File: src/rtl/beat_period_meter.sv
// beat_period_meter
// Measures the spacing between incoming beat strobes and reports it in the
// tick generator's "speed" encoding (cycle distance - 1). It also flags a
// stable beat rate (locked) and a stalled beat stream (timeout).
//
// Ports:
//   clk            system clock
//   reset          synchronous, active-high reset
//   pulse          beat strobe; every high cycle is one event
//   period         last measured period (distance - 1), W bits
//   period_valid   at least one full interval measured since reset/timeout
//   sample_strobe  one-cycle pulse whenever period is updated
//   locked         LOCK_COUNT consecutive matching measurements seen
//   timeout        no pulse for more than 2^W cycles; sticky until next pulse
//
// State table:
//   state       | meaning
//   ST_IDLE     | no event seen since reset
//   ST_ARMED    | one event seen, counting toward first measurement
//   ST_RUN      | at least one period measured, counting
//   ST_TIMEOUT  | counter expired without a pulse, waiting for next event
module beat_period_meter #(
    parameter int W          = 10,
    parameter int LOCK_COUNT = 3,
    parameter int TOL        = 0
) (
    input  logic         clk,
    input  logic         reset,
    input  logic         pulse,
    output logic [W-1:0] period,
    output logic         period_valid,
    output logic         sample_strobe,
    output logic         locked,
    output logic         timeout
);

    typedef enum logic [1:0] {
        ST_IDLE    = 2'd0,
        ST_ARMED   = 2'd1,
        ST_RUN     = 2'd2,
        ST_TIMEOUT = 2'd3
    } state_t;

    localparam logic [W-1:0] CNT_MAX = '1;
    localparam logic [W:0]   TOL_W   = (W+1)'(TOL);
    localparam logic [3:0]   LOCK_W  = 4'(LOCK_COUNT);

    state_t       state;
    state_t       state_next;
    logic [W-1:0] since_last;
    logic [3:0]   match_cnt;
    logic [3:0]   match_cnt_next;
    logic         locked_next;
    logic         do_measure;
    logic         do_expire;
    logic         do_arm;
    logic [W:0]   m_ext;
    logic [W:0]   p_ext;
    logic [W:0]   diff;
    logic         is_match;

    always_ff @(posedge clk) begin
        if (reset) begin
            state <= ST_IDLE;
        end else begin
            state <= state_next;
        end
    end

    // Difference is taken one bit wider than the counter so it never wraps.
    assign m_ext    = {1'b0, since_last};
    assign p_ext    = {1'b0, period};
    assign diff     = (m_ext >= p_ext) ? (m_ext - p_ext) : (p_ext - m_ext);
    assign is_match = (diff <= TOL_W);

    always_comb begin
        state_next     = state;
        do_measure     = 1'b0;
        do_expire      = 1'b0;
        do_arm         = 1'b0;
        match_cnt_next = match_cnt;
        locked_next    = locked;

        case (state)
            ST_IDLE, ST_TIMEOUT: begin
                if (pulse) begin
                    do_arm     = 1'b1;
                    state_next = ST_ARMED;
                end
            end
            ST_ARMED, ST_RUN: begin
                if (pulse) begin
                    do_measure = 1'b1;
                    state_next = ST_RUN;
                end else if (since_last == CNT_MAX) begin
                    do_expire  = 1'b1;
                    state_next = ST_TIMEOUT;
                end
            end
            default: state_next = ST_IDLE;
        endcase

        // The first measurement after arming has nothing to compare against.
        if (do_measure) begin
            if (state == ST_RUN && is_match) begin
                match_cnt_next = (match_cnt == LOCK_W) ? match_cnt : match_cnt + 4'd1;
            end else begin
                match_cnt_next = 4'd0;
            end
            locked_next = (match_cnt_next == LOCK_W);
        end else if (do_expire) begin
            match_cnt_next = 4'd0;
            locked_next    = 1'b0;
        end
    end

    always_ff @(posedge clk) begin
        if (reset) begin
            since_last    <= '0;
            match_cnt     <= 4'd0;
            period        <= '0;
            period_valid  <= 1'b0;
            sample_strobe <= 1'b0;
            locked        <= 1'b0;
            timeout       <= 1'b0;
        end else begin
            sample_strobe <= do_measure;
            match_cnt     <= match_cnt_next;
            locked        <= locked_next;

            if (pulse) begin
                since_last <= '0;
            end else if ((state == ST_ARMED || state == ST_RUN) && !do_expire) begin
                since_last <= since_last + 1'b1;
            end

            if (do_measure) begin
                period       <= since_last;
                period_valid <= 1'b1;
            end

            if (do_expire) begin
                timeout      <= 1'b1;
                period_valid <= 1'b0;
            end

            if (do_arm) begin
                timeout <= 1'b0;
            end
        end
    end

endmodule

File: config.mk
export PLATFORM = sky130hd
export DESIGN_NAME = beat_period_meter
export DESIGN_NICKNAME = d
export VERILOG_FILES = /design/src/rtl/beat_period_meter.sv
export SDC_FILE = /design/constraint.sdc
export NUM_CORES = 1
export LEC_CHECK = 0
export CELL_PAD_IN_SITES_DETAIL_PLACEMENT = 1
export CELL_PAD_IN_SITES_GLOBAL_PLACEMENT = 1
export CORE_MARGIN = 2
export CORE_UTILIZATION = 47
export DETAILED_ROUTE_END_ITERATION = 8
export PLACE_DENSITY = 0.87
export SLEW_MARGIN = 40
export SYNTH_ARGS = -nofsm -noshare
export SYNTH_HDL_FRONTEND = slang
export SYNTH_SLANG_ARGS = --single-unit
File: constraint.sdc
create_clock -name clk -period 5.7 [get_ports clk]
set_input_delay 1.14 -clock clk [delete_from_list [all_inputs] [get_ports clk]]
set_output_delay 1.14 -clock clk [all_outputs]
set_load 0.005 [all_outputs]
[Yosys cells after proc, flatten, opt, wreduce, memory -nomap -nowiden]
Cells that the tools add are included.
Word-level totals
  register bits: 30
  input port bits: 3
  output and inout port bits: 14
Cells by class
  add/sub/neg operators: 4
  $lt $le $gt $ge: 2
  equality and inequality tests: 8
  multiplexer cells: 18
  reductions and logical operators: 12
Operators with widths (number)
  $sub A10 B10 Y11: 2
  $mux W4: 5
  $le A11 B1 Y1 const B: 1
  $mux W11: 1
  $add A10 B1 Y10 const B: 1
  $eq A10 B10 Y1 const B: 1
  $ge A10 B10 Y1: 1
  $reduce_or A2 Y1: 5
  $eq A4 B2 Y1 const B: 2
  $mux W1: 8
  $mux W2: 3
  $add A4 B1 Y4 const B: 1
  $eq A2 B2 Y1 const B: 2
  $pmux W2 S2: 1
  $ne A3 B3 Y1 const B: 1
  $eq A2 B1 Y1 const B: 1
  $logic_and A1 B1 Y1: 2
  $logic_not A2 Y1: 1
  $ne A2 B2 Y1 const B: 1
  $reduce_and A2 Y1: 1
  $reduce_bool A2 Y1: 1
  $logic_not A1 Y1: 1
  $logic_or A1 B1 Y1: 1

[Logic depth before layout (Yosys ltp)]
Gate-level depths: netlist (run 1).
  word-level depth: 8
  depth in mapped cells: 11

[Worst setup path after synthesis (run 1)]
No wires, ideal clock.
  path type: register to register
  start: register period[4]
  end: register locked
  arrival time: 2.783 ns
  required time: 5.616 ns
  path slack: 2.833 ns
  cell stages (with the launch flop): 12
  path buffers: 1
  path through: dfxtp_1 > inv_1 > ha_1 > buf_6 > xor2_1 > or3_1 > a221o_1 > a2111oi_4 > o2111ai_2 > o32ai_4 > nand2_2 > o31ai_2
Between the ends
  longest elaborated chain between the ends: 8
  elaborated cells between the ends (all ways): 10
Ends and longest elaborated chain
  start: declaration: RTL line 30  | output logic [W-1:0] period,
  start signal: assignment: RTL line 138  | period <= since_last;
  $sub A10 B10 Y11 or $ge A10 B10 Y1 (tied branches): RTL line 73  | assign diff = (m_ext >= p_ext) ? (m_ext - p_ext) : (p_ext - m_ext);
  $mux W11 (*): RTL line 73
  $le A11 B1 Y1 (*): RTL line 74  | assign is_match = (diff <= TOL_W);
  $logic_and A1 B1 Y1 (*): RTL line 105  | if (state == ST_RUN && is_match) begin
  $mux W4 (*): RTL line 105
  $mux W4 (*): RTL line 104  | if (do_measure) begin
  $eq A4 B2 Y1 (*): RTL line 110  | locked_next = (match_cnt_next == LOCK_W);
  $mux W1 (*): RTL line 104
  end signal: assignment: RTL line 129  | locked <= locked_next;
  end: declaration: RTL line 33  | output logic locked,
Every way passes the cells marked *; elsewhere a longest branch is shown, timed or not. The select of a mux whose other input is x is not followed.
A chain may end at the register's enable or synchronous reset.

[Worst setup path after layout (run 1)]
Ends and elaborated chain as after synthesis.

==> results.txt, run 1 <==
----------------------------------------------------
[Synthesis]
  Async set-or-reset flop fraction in the synthesized netlist ... 0
  Netlist cell types ... 52
  Area of the mapped netlist ... 2210 um2
  Post-synthesis sequential area ratio ... 0.271
  Number of flip-flops and latches in the synthesized netlist ... 30
  Count of synthesis-stage warnings from yosys ... 0
  Largest area contributor in the netlist ... sky130_fd_sc_hd__dfxtp_1
  Syn Area/Cell ... 7.73 um2
  Post-synth top area share ... 0.271
  Synthesized instance count ... 286
  Synthesized Nets ... ~310
  Most used flip-flop cell after synthesis ... sky130_fd_sc_hd__dfxtp_1
  Largest cells by area after synthesis ... sky130_fd_sc_hd__dfxtp_1 27%, sky130_fd_sc_hd__ha_1 13%, sky130_fd_sc_hd__a21oi_1 6.1%
  Number of enable flip-flop cells after synthesis ... 0

[GRT]
  Total global routing track utilization ... 0.240
  GRT overflow ... 0
  Largest net degree at the start of global routing ... 19
  Wire length of the first global-routing pass ... 9.85 mm
  Number of global-route vias before repair ... 2,078
  Antenna violations before repair ... 0

[Finish]
  Non-filler instance count after layout ... 351
  Share of layout cells above drive strength 1 ... 0.0535
  Highest-count cells in the layout ignoring fill and taps ... 33 x sky130_fd_sc_hd__nand2_1, 30 x sky130_fd_sc_hd__dfxtp_1, 29 x sky130_fd_sc_hd__inv_1, 27 x sky130_fd_sc_hd__a21oi_1, 23 x sky130_fd_sc_hd__ha_1
  Leading cell type in the layout, fill and taps excluded ... sky130_fd_sc_hd__nand2_1
  Finished Core Util ... 0.559
  Area delta synth->final ... 12.2%
  Area used by multi-input combinational logic ... roughly 1400 um2
  Layout fillers ... about 570
  Number of antenna diodes ... 0
  Register area ... 601 um2
  Final net count ... 324

[Timing]
  Worst-margin pin slew ... 0.727 ns
  Headroom to the max-slew limit ... 0.514
  Hold violation total from the final report ... 0
  Clock skew after layout ... roughly 0.0056 ns
  Period utilization ... 0.563
  Final WS setup ... around 2.5 ns
  Final Max Tran Viols ... 0
  Unrepaired setup endpoints after global routing ... false
  Number of setup violations in the final report ... 0
  Summed negative setup slack over all endpoints ... 0 ns
  Highest achievable clock rate ... around 0.31 GHz
  Final worst path period need ... between 3 and 4 ns

[Floorplan]
  DIE AREA ... 5270 um2
  Area of the placeable core ... 4440 um2
  Floorplan row count ... 24
  Chip height ... 72.6 um
  Top-level port count ... 17
  Chip width ... 72.6 um
  Starting Density ... 0.498

[Clocking]
  Clock sink count ... 30
  Later-pin clock latency in the skew report ... about 0.29 ns
  CTS Buf Count ... 5
  Deepest clock path buffer count ... 2
  CTS tree ... done
  Number of instances resized during post-cts repair ... 0
  Post-CTS repair timing setup buffer count ... 0
  Number of buffers inserted for hold repair after clock tree synthesis ... 0
  CTS H-Tree Depth ... 2
  CTS Root Buffer Type ... sky130_fd_sc_hd__clkbuf_8
  Worst-path clk slew ... 0.06 ns

[Setup path]
  Critical register-to-register path startpoint ... period[4]
  Endpoint required time on the critical path ... 5.90 ns
  Kind of launch point of the worst setup path ... flip-flop
  Worst setup path class ... reg2reg
  Critical Path Fanout Max ... 8
  Arrival time of data at the critical path endpoint ... 3.41 ns
  Crit path capture type ... flip-flop
  Worst Setup SP ... period[4]

[Placed design]
  Number of buffers added on ports ... 16
  DP Wirelength ... 4.55 mm
  Weighted congestion at the end of routability-driven global placement ... between 0.8 and 0.9
  Worst slack at placement ... 2.51 ns
  Placed cell count ... 343

[Flow run]
  Number of violations of the max-capacitance limit ... 0

[Power and ir drop]
  Pint ... 0.000334 W
  Flop pwr share ... 0.480
  Switching share of total power ... 0.259
  Combinational share of power ... 0.135
  Power density normalized to cell area ... ~180 nW/um2
  Static Leak ... ~0.96 nW
  Power dissipated by switching net loads ... between 0.0001 and 0.00015 W
  Peak supply drop ... 0.193 mV
  Part of the power in the clock network ... 0.385

[Drt]
  Count of unresolved DRC violations after routing ... 0
  Remaining number of nets flagged by the antenna check after routing ... 0
  Initial DRC count ... 106
  Detail-routed via count per cell ... 5.87
  Total routed wirelength ... 5.98 mm
  Routed len/inst ... approximately 17 um
  TritonRoute pass-1 iters ... 5
  Via count ... 2,060

[Hold path]
  Path type of the worst min-delay path ... reg2reg
  Min-delay src ... period_valid

[Run status]
  Result of the run ... complete, no violations

----------------------------------------------------
synth_stat cells (3+ instances only):
master,count
sky130_fd_sc_hd__mux2i_1,6
sky130_fd_sc_hd__dfxtp_1,30
sky130_fd_sc_hd__clkbuf_1,8
sky130_fd_sc_hd__inv_1,29
sky130_fd_sc_hd__nor2b_1,4
sky130_fd_sc_hd__xnor2_1,8
sky130_fd_sc_hd__a31oi_1,6
sky130_fd_sc_hd__ha_1,23
sky130_fd_sc_hd__nand3_1,9
sky130_fd_sc_hd__xor2_1,3
sky130_fd_sc_hd__or3_1,5
sky130_fd_sc_hd__nand4_1,3
sky130_fd_sc_hd__a21oi_1,27
sky130_fd_sc_hd__nor2_1,22
sky130_fd_sc_hd__nor4_1,3
sky130_fd_sc_hd__and3_1,4
sky130_fd_sc_hd__nand2b_1,4
sky130_fd_sc_hd__nor3_1,12
sky130_fd_sc_hd__o21ai_0,5
sky130_fd_sc_hd__nand2_1,33
state kept, by name, indices dropped and copies added (netlist names):
| signal | count |
|---|---|
| period | 10 |
| since_last | 10 |
| state | 2 |
| sample_strobe | 1 |
| timeout | 1 |
| period_valid | 1 |
| locked | 1 |
| match_cnt | 4 |
kinds of logic after synthesis:
family / after synthesis / share of synthesized area
adder cells (fa/ha/maj): 23 / 0.130
AO/OA/AOI/OAI: 67 / 0.218
AND/OR/NAND/NOR: 107 / 0.235
XOR/XNOR: 11 / 0.0436
buffers and inverters: 42 / 0.0747
multiplexers: 6 / 0.0272
flip-flops: 30 / 0.271
critical path: stages, from the launching register on:
cell and delay, ns:
sky130_fd_sc_hd__dfxtp_1 0.39, sky130_fd_sc_hd__inv_1 0.07, sky130_fd_sc_hd__ha_1 0.42, sky130_fd_sc_hd__xor2_1 0.18, sky130_fd_sc_hd__or3_1 0.31, sky130_fd_sc_hd__a221o_1 0.40, sky130_fd_sc_hd__a2111oi_4 0.39, sky130_fd_sc_hd__o2111ai_2 0.20
sky130_fd_sc_hd__o32ai_4 0.39, sky130_fd_sc_hd__nand2_2 0.14, sky130_fd_sc_hd__o31ai_2 0.23
power groups by stage:
stage / clock, W / sequential (W) / combinational (W)
4_1_cts: 0.000177 / 0.000216 / 0.0000599
6_report: 0.000174 / 0.000216 / 0.0000607
2_1_floorplan: 0 / 0.000221 / 0.0000437
5_1_grt: 0.000186 / 0.000217 / 0.0000667
3_5_place_dp: 0 / 0.000221 / 0.0000590
3_3_place_gp: 0 / 0.000221 / 0.0000572
final timing paths:
path / endpoint / slack [ns] / cells after the start
max reg2reg: locked / 2.49 / 10
min reg2reg: period_valid / 0.50 / 2
max: locked / 2.49 / 10
min: period_valid / 0.50 / 2
metrics by stage:
| stage | hold WS (ns) | total power [W] | cell area, um2 |
|---|---|---|---|
| finish | 0.498 | 0.000451 | 2480 |
| global route | 0.526 | 0.000470 | 2480 |
| CTS | 0.504 | 0.000454 | 2480 |
| detailed placement | 0.484 | 0.000280 | 2390 |
| global placement | 0.462 | 0.000278 | 2390 |
| floorplan | 0.461 | 0.000264 | 2210 |
routing by layer:
layer  vias to the layer above  routed length (um)  track usage
met5                         -                   0            0
met4                         0                  63       0.0658
met3                         6                 146       0.0373
met2                        31                3080        0.438
met1                      1002                2690        0.290
li1                       1021                   -            -
final cells by class:
class / count / area share
flip-flops and latches: 30 / 0.242
well taps: 52 / 0.0262
clock inverters: 1 / 0.00202
clock buffers: 7 / 0.0348
inverters: 31 / 0.0469
multi-input cells: 214 / 0.584
repair buffers: 16 / 0.0645
(Power assumes the default switching activity.)
==> run 2, diff against run 1 <==
Settings changed: CORE_UTILIZATION 47 to 39, PLACE_DENSITY 0.87 to 0.78.
Clock period 5.7 ns to 2.8 ns, I/O delays scaled along.
==> run 2 against run 1 <==
Compared with the run above:
- the flow now finishes with violations (setup timing)
- clock skew grew 0.0011 ns
- fmax increased by 15%
- setup slack worse by 2.5 ns
- register-to-register slack worse by 2.5 ns
==> results.txt, run 2 (synthesized netlist as in run 1, its figures left out) <==
----------------------------------------------------
[Run status]
  Result of the run ... complete, but fails checks
  Violations in the final reports ... setup timing

[GRT]
  Antenna violations before repair ... 0 (unchanged)
  Largest net degree at the start of global routing ... 13 (-6)
  Total global routing track utilization ... 0.218 (-0.0224)
  GRT overflow ... 0 (unchanged)
  Number of global-route vias before repair ... 2,255 (+8.5%)
  Wire length of the first global-routing pass ... 10.7 mm (+8.3%)

[Timing]
  Highest achievable clock rate ... 0.357 GHz (+15%)
  Final Max Tran Viols ... 0 (unchanged)
  Final worst path period need ... 2.80 ns (-0.410 ns)
  Hold violation total from the final report ... 0 (unchanged)
  Period utilization ... 1.00 (+0.437)
  Headroom to the max-slew limit ... 0.580 (+0.0663)
  Unrepaired setup endpoints after global routing ... true
  Final WS setup ... -0.00140 ns (-2.49 ns)
  Worst-margin pin slew ... 0.625 ns (-0.102 ns)
  Clock skew after layout ... 0.00669 ns (+0.00107 ns)
  Number of setup violations in the final report ... 1 (+1)

[Finish]
  Final net count ... 351 (+8.3%)
  Number of antenna diodes ... 0 (unchanged)
  Area delta synth->final ... 25.5%
  Non-filler instance count after layout ... 396 (+13%)
  Leading registers by flop count ... period: 10 flops, since_last: 10 flops, match_cnt: 4 flops
  Highest-count cells in the layout ignoring fill and taps ... 33 x sky130_fd_sc_hd__nand2_1, 28 x sky130_fd_sc_hd__inv_1, 27 x sky130_fd_sc_hd__a21oi_1, 27 x sky130_fd_sc_hd__dfxtp_1, 27 x sky130_fd_sc_hd__buf_4
  Leading cell type in the layout, fill and taps excluded ... sky130_fd_sc_hd__nand2_1
  Share of layout cells above drive strength 1 ... 0.170 (+0.116)
  Post-layout instance area ... 2780 um2 (+12%)

[Floorplan]
  DIE AREA ... 6290 um2 (+19%)
  Chip height ... 79.3 um (+9.2%)
  Top-level port count ... 17 (unchanged)
  Floorplan row count ... 27 (+13%)
  Chip width ... 79.3 um (+9.2%)
  Starting Density ... 0.402 (-0.0960)
  Area of the placeable core ... 5510 um2 (+24%)

[Drt]
  Total routed wirelength ... 6.60 mm (+10%)
  Routed len/inst ... 16.7 um (-2.2%)
  Detail-routed via count per cell ... 5.48 (-6.6%)
  TritonRoute pass-1 iters ... 4 (-1)
  Remaining number of nets flagged by the antenna check after routing ... 0 (unchanged)
  Count of unresolved DRC violations after routing ... 0 (unchanged)
  Via count ... 2,170 (+5.3%)
  Initial DRC count ... 76 (-28%)

[Clocking]
  CTS Root Buffer Type ... sky130_fd_sc_hd__clkbuf_8
  Clock sink count ... 30 (unchanged)
  Deepest clock path buffer count ... 2 (unchanged)
  CTS Buf Count ... 5 (unchanged)
  CTS tree ... done
  Worst-path clk slew ... 0.06 ns (about the same)
  CTS H-Tree Depth ... 2 (unchanged)
  Later-pin clock latency in the skew report ... 0.29 ns (about the same)

[Power and ir drop]
  Static Leak ... 1.10 nW (+16%)
  Peak supply drop ... 0.344 mV (+78%)
  Power density normalized to cell area ... 340 nW/um2 (+87%)

[Setup path]
  Critical register-to-register path startpoint ... since_last[1]
  Largest stage delay on the critical path ... 0.41 ns (about the same)
  Category of cells accounting for the largest share of critical-path delay ... compound AO/OA/AOI/OAI gates
  Critical Path, Cell by Cell ... ha_4, nor2b_4, or3_1, a221o_1, a2111oi_4, o2111ai_2, o32ai_4, buf_4, a31oi_1, o22ai_1
  Buffers and inverters on the worst path ... 1 (unchanged)
  Crit path capture type ... flip-flop
  Worst setup path class ... reg2reg
  Critical Path Slowest Stage Cell ... sky130_fd_sc_hd__dfxtp_1
  Internal reg-to-reg setup slack ... -0.001 ns (-2.49 ns)
  Arrival time of data at the critical path endpoint ... 3.02 ns (-0.39 ns)
  Endpoint required time on the critical path ... 3.02 ns (-2.88 ns)
  Kind of launch point of the worst setup path ... flip-flop
  Critical Path Fanout Max ... 4 (-4)
  Worst Setup SP ... since_last[1]

[Hold path]
  Path type of the worst min-delay path ... reg2reg
  Min-delay src ... locked

[Placed design]
  DP Wirelength ... 4.93 mm (+8.5%)
  Placed standard-cell area ... 2600 um2 (+9.0%)
  Weighted congestion at the end of routability-driven global placement ... 0.913 (+9.0%)
  Number of buffers added on ports ... 16 (unchanged)
  Placed cell count ... 388 (+13%)
  Worst slack at placement ... -0.0424 ns (-2.55 ns)

[Flow run]
  Number of violations of the max-capacitance limit ... 0 (unchanged)

----------------------------------------------------
==> run 2: changes by cell type in the layout (fill, tap and decap cells not counted), sizes merged <==
cell    before  now
buf          0   27
clkinv       2    1
clkbuf       7    6
==> run 2: timing repair <==
| action | in CTS | in global routing |
|---|---|---|
| gates resized for setup | 1 | 13 |
| buffers inserted | 2 | 0 |
| pin swaps | 1 | 4 |
| cloned | 0 | 0 |
| setup endpoints to repair | 2 | 5 |
| hold buffers | 0 | 0 |
==> run 2: power breakdown <==
part | leakage (nW) | internal (W) | total [W] | switching (W)
registers | 0.244 | 0.000435 | 0.000441 | 0.00000594
clock network | 0.0431 | 0.000189 | 0.000354 | 0.000165
logic | 0.816 | 0.0000667 | 0.000150 | 0.0000828
total | 1.10 | 0.000691 | 0.000944 | 0.000254
==> run 2: layout make-up <==
cell class              instances  area (um2)
fillers                       684        2730
multi-input cells             214        1520
flip-flops and latches         30         604
repair buffers                 43         363
inverters                      31         116
well taps                      72        90.1
clock buffers                   6        82.6
==> run 2: stage by stage <==
stage,power [W],hold WS (ns),util,setup TNS (ns)
5_1_grt,0.000981,0.490,0.504,-0.185
4_1_cts,0.000945,0.479,0.491,0
3_5_place_dp,0.000585,0.464,0.473,-0.0424
3_3_place_gp,0.000581,0.453,0.473,0
6_report,0.000944,0.482,0.504,-0.00140
2_1_floorplan,0.000538,0.454,-,0
==> run 2: path summary, 6_finish.rpt <==
| path | to | depth (start not counted) |
|---|---|---|
| worst min register to register | locked | 2 |
| worst max register to register | match_cnt[2] | 10 |
| worst max-delay path | match_cnt[2] | 10 |
| worst min-delay path | locked | 2 |
==> run 2: worst register-to-register path, cell delays in order (launching register included) <==
cell and delay (ns):
sky130_fd_sc_hd__dfxtp_1 0.41, sky130_fd_sc_hd__ha_4 0.24, sky130_fd_sc_hd__nor2b_4 0.13, sky130_fd_sc_hd__or3_1 0.37
sky130_fd_sc_hd__a221o_1 0.31, sky130_fd_sc_hd__a2111oi_4 0.31, sky130_fd_sc_hd__o2111ai_2 0.20, sky130_fd_sc_hd__o32ai_4 0.35
sky130_fd_sc_hd__buf_4 0.19, sky130_fd_sc_hd__a31oi_1 0.09, sky130_fd_sc_hd__o22ai_1 0.15
==> run 2: layer usage <==
| metal | part of all wire | vias up | GRT usage | routed length, um |
|---|---|---|---|---|
| met5 | 0 | - | 0 | 0 |
| met4 | 0.018 | 0 | 0.0931 | 117 |
| met3 | 0.027 | 12 | 0.0352 | 181 |
| met2 | 0.49 | 30 | 0.363 | 3220 |
| met1 | 0.47 | 1051 | 0.278 | 3080 |
| li1 | - | 1077 | - | - |
==> run 3, diff against run 2 <==
Settings changed: CORE_MARGIN 2 to 5, CORE_UTILIZATION 39 to 47, GPL_TIMING_DRIVEN set to 0, PLACE_DENSITY 0.78 to 0.87.
Clock period 2.8 ns to 3.45 ns, I/O delays scaled along.
==> run 3 against run 2 <==
Compared with the run above:
- the run now ends clean
- critical path depth rose by 1
- clock skew increased by 0.0049 ns
- clock power fell by 18%
- largest cell class unchanged
- combinational power down 31%
==> results.txt, run 3 (synthesized netlist as in run 1, its figures left out) <==
----------------------------------------------------
[Run status]
  Result of the run ... complete, no violations

[Timing]
  Worst-margin pin slew ... 0.614 ns (-0.0118 ns)
  Number of setup violations in the final report ... 0 (-1)
  Headroom to the max-slew limit ... 0.590 (+0.00997)
  Highest achievable clock rate ... 0.318 GHz (-11%)
  Hold violation total from the final report ... 0 (unchanged)
  Unrepaired setup endpoints after global routing ... false
  Summed negative setup slack over all endpoints ... 0 ns (+0.00140 ns)
  Final Max Tran Viols ... 0 (unchanged)
  Clock skew after layout ... 0.0116 ns (+0.00494 ns)
  Final worst path period need ... 3.14 ns (+0.340 ns)
  Period utilization ... 0.911 (-0.0899)

[GRT]
  Number of global-route vias before repair ... 2,203 (-2.3%)
  GRT overflow ... 0 (unchanged)
  Total global routing track utilization ... 0.206 (-0.0115)
  Largest net degree at the start of global routing ... 11 (-2)
  Antenna violations before repair ... 0 (unchanged)
  Wire length of the first global-routing pass ... 10.2 mm (-4.4%)

[Drt]
  Remaining number of nets flagged by the antenna check after routing ... 0 (unchanged)
  Detail-routed via count per cell ... 5.79 (+5.6%)
  Total routed wirelength ... 6.00 mm (-9.0%)
  Routed len/inst ... 16.5 um (-0.76%)
  TritonRoute pass-1 iters ... 4 (unchanged)
  Via count ... 2,101 (-3.2%)
  Count of unresolved DRC violations after routing ... 0 (unchanged)
  Initial DRC count ... 66 (-13%)

[Clocking]
  Later-pin clock latency in the skew report ... 0.28 ns (about the same)
  Post-CTS repair timing setup buffer count ... 0 (-2)
  Clock sink count ... 30 (unchanged)
  Deepest clock path buffer count ... 2 (unchanged)
  Worst-path clk slew ... 0.07 ns (about the same)
  Number of instances resized during post-cts repair ... 0 (-1)
  CTS H-Tree Depth ... 2 (unchanged)
  CTS Buf Count ... 5 (unchanged)
  Number of buffers inserted for hold repair after clock tree synthesis ... 0 (unchanged)
  CTS Root Buffer Type ... sky130_fd_sc_hd__clkbuf_8
  CTS tree ... done

[Finish]
  Area used by multi-input combinational logic ... 1450 um2 (-4.9%)
  Post-layout instance area ... 2520 um2 (-9.2%)
  Highest-count cells in the layout ignoring fill and taps ... 33 x sky130_fd_sc_hd__nand2_1, 30 x sky130_fd_sc_hd__dfxtp_1, 29 x sky130_fd_sc_hd__inv_1, 27 x sky130_fd_sc_hd__a21oi_1, 23 x sky130_fd_sc_hd__ha_1
  Layout fillers ... 586 (-14%)
  Leading cell type in the layout, fill and taps excluded ... sky130_fd_sc_hd__nand2_1
  Register area ... 601 um2 (-0.62%)
  Share of layout cells above drive strength 1 ... 0.0518 (-0.118)
  Number of antenna diodes ... 0 (unchanged)
  Area delta synth->final ... 14.0%
  Final net count ... 334 (-4.8%)
  Finished Core Util ... 0.541 (+0.0367)
  Non-filler instance count after layout ... 363 (-8.3%)
  Leading registers by flop count ... period: 10 flops, since_last: 10 flops, match_cnt: 4 flops

[Floorplan]
  DIE AREA ... 6180 um2 (-1.8%)
  Floorplan row count ... 25 (-7.4%)
  Top-level port count ... 17 (unchanged)
  Area of the placeable core ... 4660 um2 (-15%)
  Chip width ... 78.6 um (-0.90%)
  Starting Density ... 0.475 (+0.0729)
  Chip height ... 78.6 um (-0.90%)

[Placed design]
  DP Wirelength ... 4.66 mm (-5.5%)
  Number of buffers added on ports ... 15 (-1)
  Placed standard-cell area ... 2430 um2 (-6.6%)
  Placed cell count ... 355 (-8.5%)
  Weighted congestion at the end of routability-driven global placement ... 0.808 (-12%)

[Flow run]
  Number of violations of the max-capacitance limit ... 0 (unchanged)

[Power and ir drop]
  Power density normalized to cell area ... 297 nW/um2 (-13%)
  Static Leak ... 0.968 nW (-12%)
  Peak supply drop ... 0.296 mV (-14%)

[Hold path]
  Worst-case hold path end point ... locked
  Min-delay src ... locked
  Hold-critical path depth ... 2 (unchanged)
  Path type of the worst min-delay path ... reg2reg

[Setup path]
  Critical register-to-register path startpoint ... period[4]
  Crit path capture type ... flip-flop
  Critical Path Fanout Max ... 8 (+4)
  Endpoint required time on the critical path ... 3.64 ns (+0.62 ns)
  Worst flop-to-flop path endpoint ... locked
  Kind of launch point of the worst setup path ... flip-flop
  Worst setup path class ... reg2reg
  Register-to-Register Path Depth ... 11 (+1)
  Arrival time of data at the critical path endpoint ... 3.33 ns (+0.31 ns)
  Internal reg-to-reg setup slack ... 0.31 ns (+0.31 ns)

----------------------------------------------------
==> run 3: cell count changes in the layout (fill, tap and decap cells not counted), moves of 2 or more <==
cell and change:
sky130_fd_sc_hd__dfxtp_1 +3, sky130_fd_sc_hd__ha_1 +5, sky130_fd_sc_hd__dfxtp_2 -3, sky130_fd_sc_hd__buf_4 -27, sky130_fd_sc_hd__buf_1 +2, sky130_fd_sc_hd__ha_4 -3, sky130_fd_sc_hd__clkbuf_1 +9, sky130_fd_sc_hd__ha_2 -2
==> run 3: area by class of cell <==
type	instances	area share
Sequential cell	30	0.238
Clock inverter	1	0.00199
Clock buffer	7	0.0342
Multi-Input combinational cell	214	0.574
Inverter	31	0.0462
Timing Repair Buffer	15	0.0596
Tap cell	54	0.0268
Buffer	11	0.0194
==> run 3: stage by stage <==
| step | setup slack [ns] | hold WS (ns) | total power (W) |
|---|---|---|---|
| final | 0.308 | 0.459 | 0.000749 |
| after global routing | 0.137 | 0.504 | 0.000785 |
| after CTS | 0.281 | 0.464 | 0.000756 |
| after detailed placement | 0.304 | 0.451 | 0.000467 |
| after global placement | 0.356 | 0.444 | 0.000463 |
| after floorplan | 0.583 | 0.461 | 0.000437 |
==> run 3: how the worst max path moves through the flow <==
stage / start / depth (start not counted) / end / slack (ns)
floorplan: period[4] / 11 / locked / 0.58
global placement: period[4] / 11 / locked / 0.36
detailed placement: period[4] / 11 / locked / 0.30
CTS: period[4] / 11 / locked / 0.28
global route: period[4] / 11 / locked / 0.14
finish: period[4] / 11 / locked / 0.31
==> run 3: power breakdown <==
part	switching [W]	internal, W	total (W)
Combinational	0.0000640	0.0000390	0.000103
Clock	0.000128	0.000161	0.000289
Sequential	0.00000476	0.000353	0.000358
==> run 3: critical path: stages (launching register included) <==
cell                        delay [ns]
sky130_fd_sc_hd__dfxtp_1          0.40
sky130_fd_sc_hd__inv_1            0.06
sky130_fd_sc_hd__ha_1             0.30
sky130_fd_sc_hd__buf_6            0.14
sky130_fd_sc_hd__xor2_1           0.13
sky130_fd_sc_hd__or3_1            0.30
sky130_fd_sc_hd__a221o_1          0.40
sky130_fd_sc_hd__a2111oi_4        0.38
sky130_fd_sc_hd__o2111ai_2        0.19
sky130_fd_sc_hd__o32ai_4          0.38
sky130_fd_sc_hd__nand2_2          0.13
sky130_fd_sc_hd__o31ai_2          0.23
==> run 3: metal layers <==
metal | global-route usage | share of wire | up-vias
met1 | 0.251 | 0.45 | 1015
li1 | - | - | 1042
met5 | 0 | 0 | -
met3 | 0.0287 | 0.030 | 6
met2 | 0.371 | 0.51 | 38
met4 | 0.0647 | 0.012 | 0
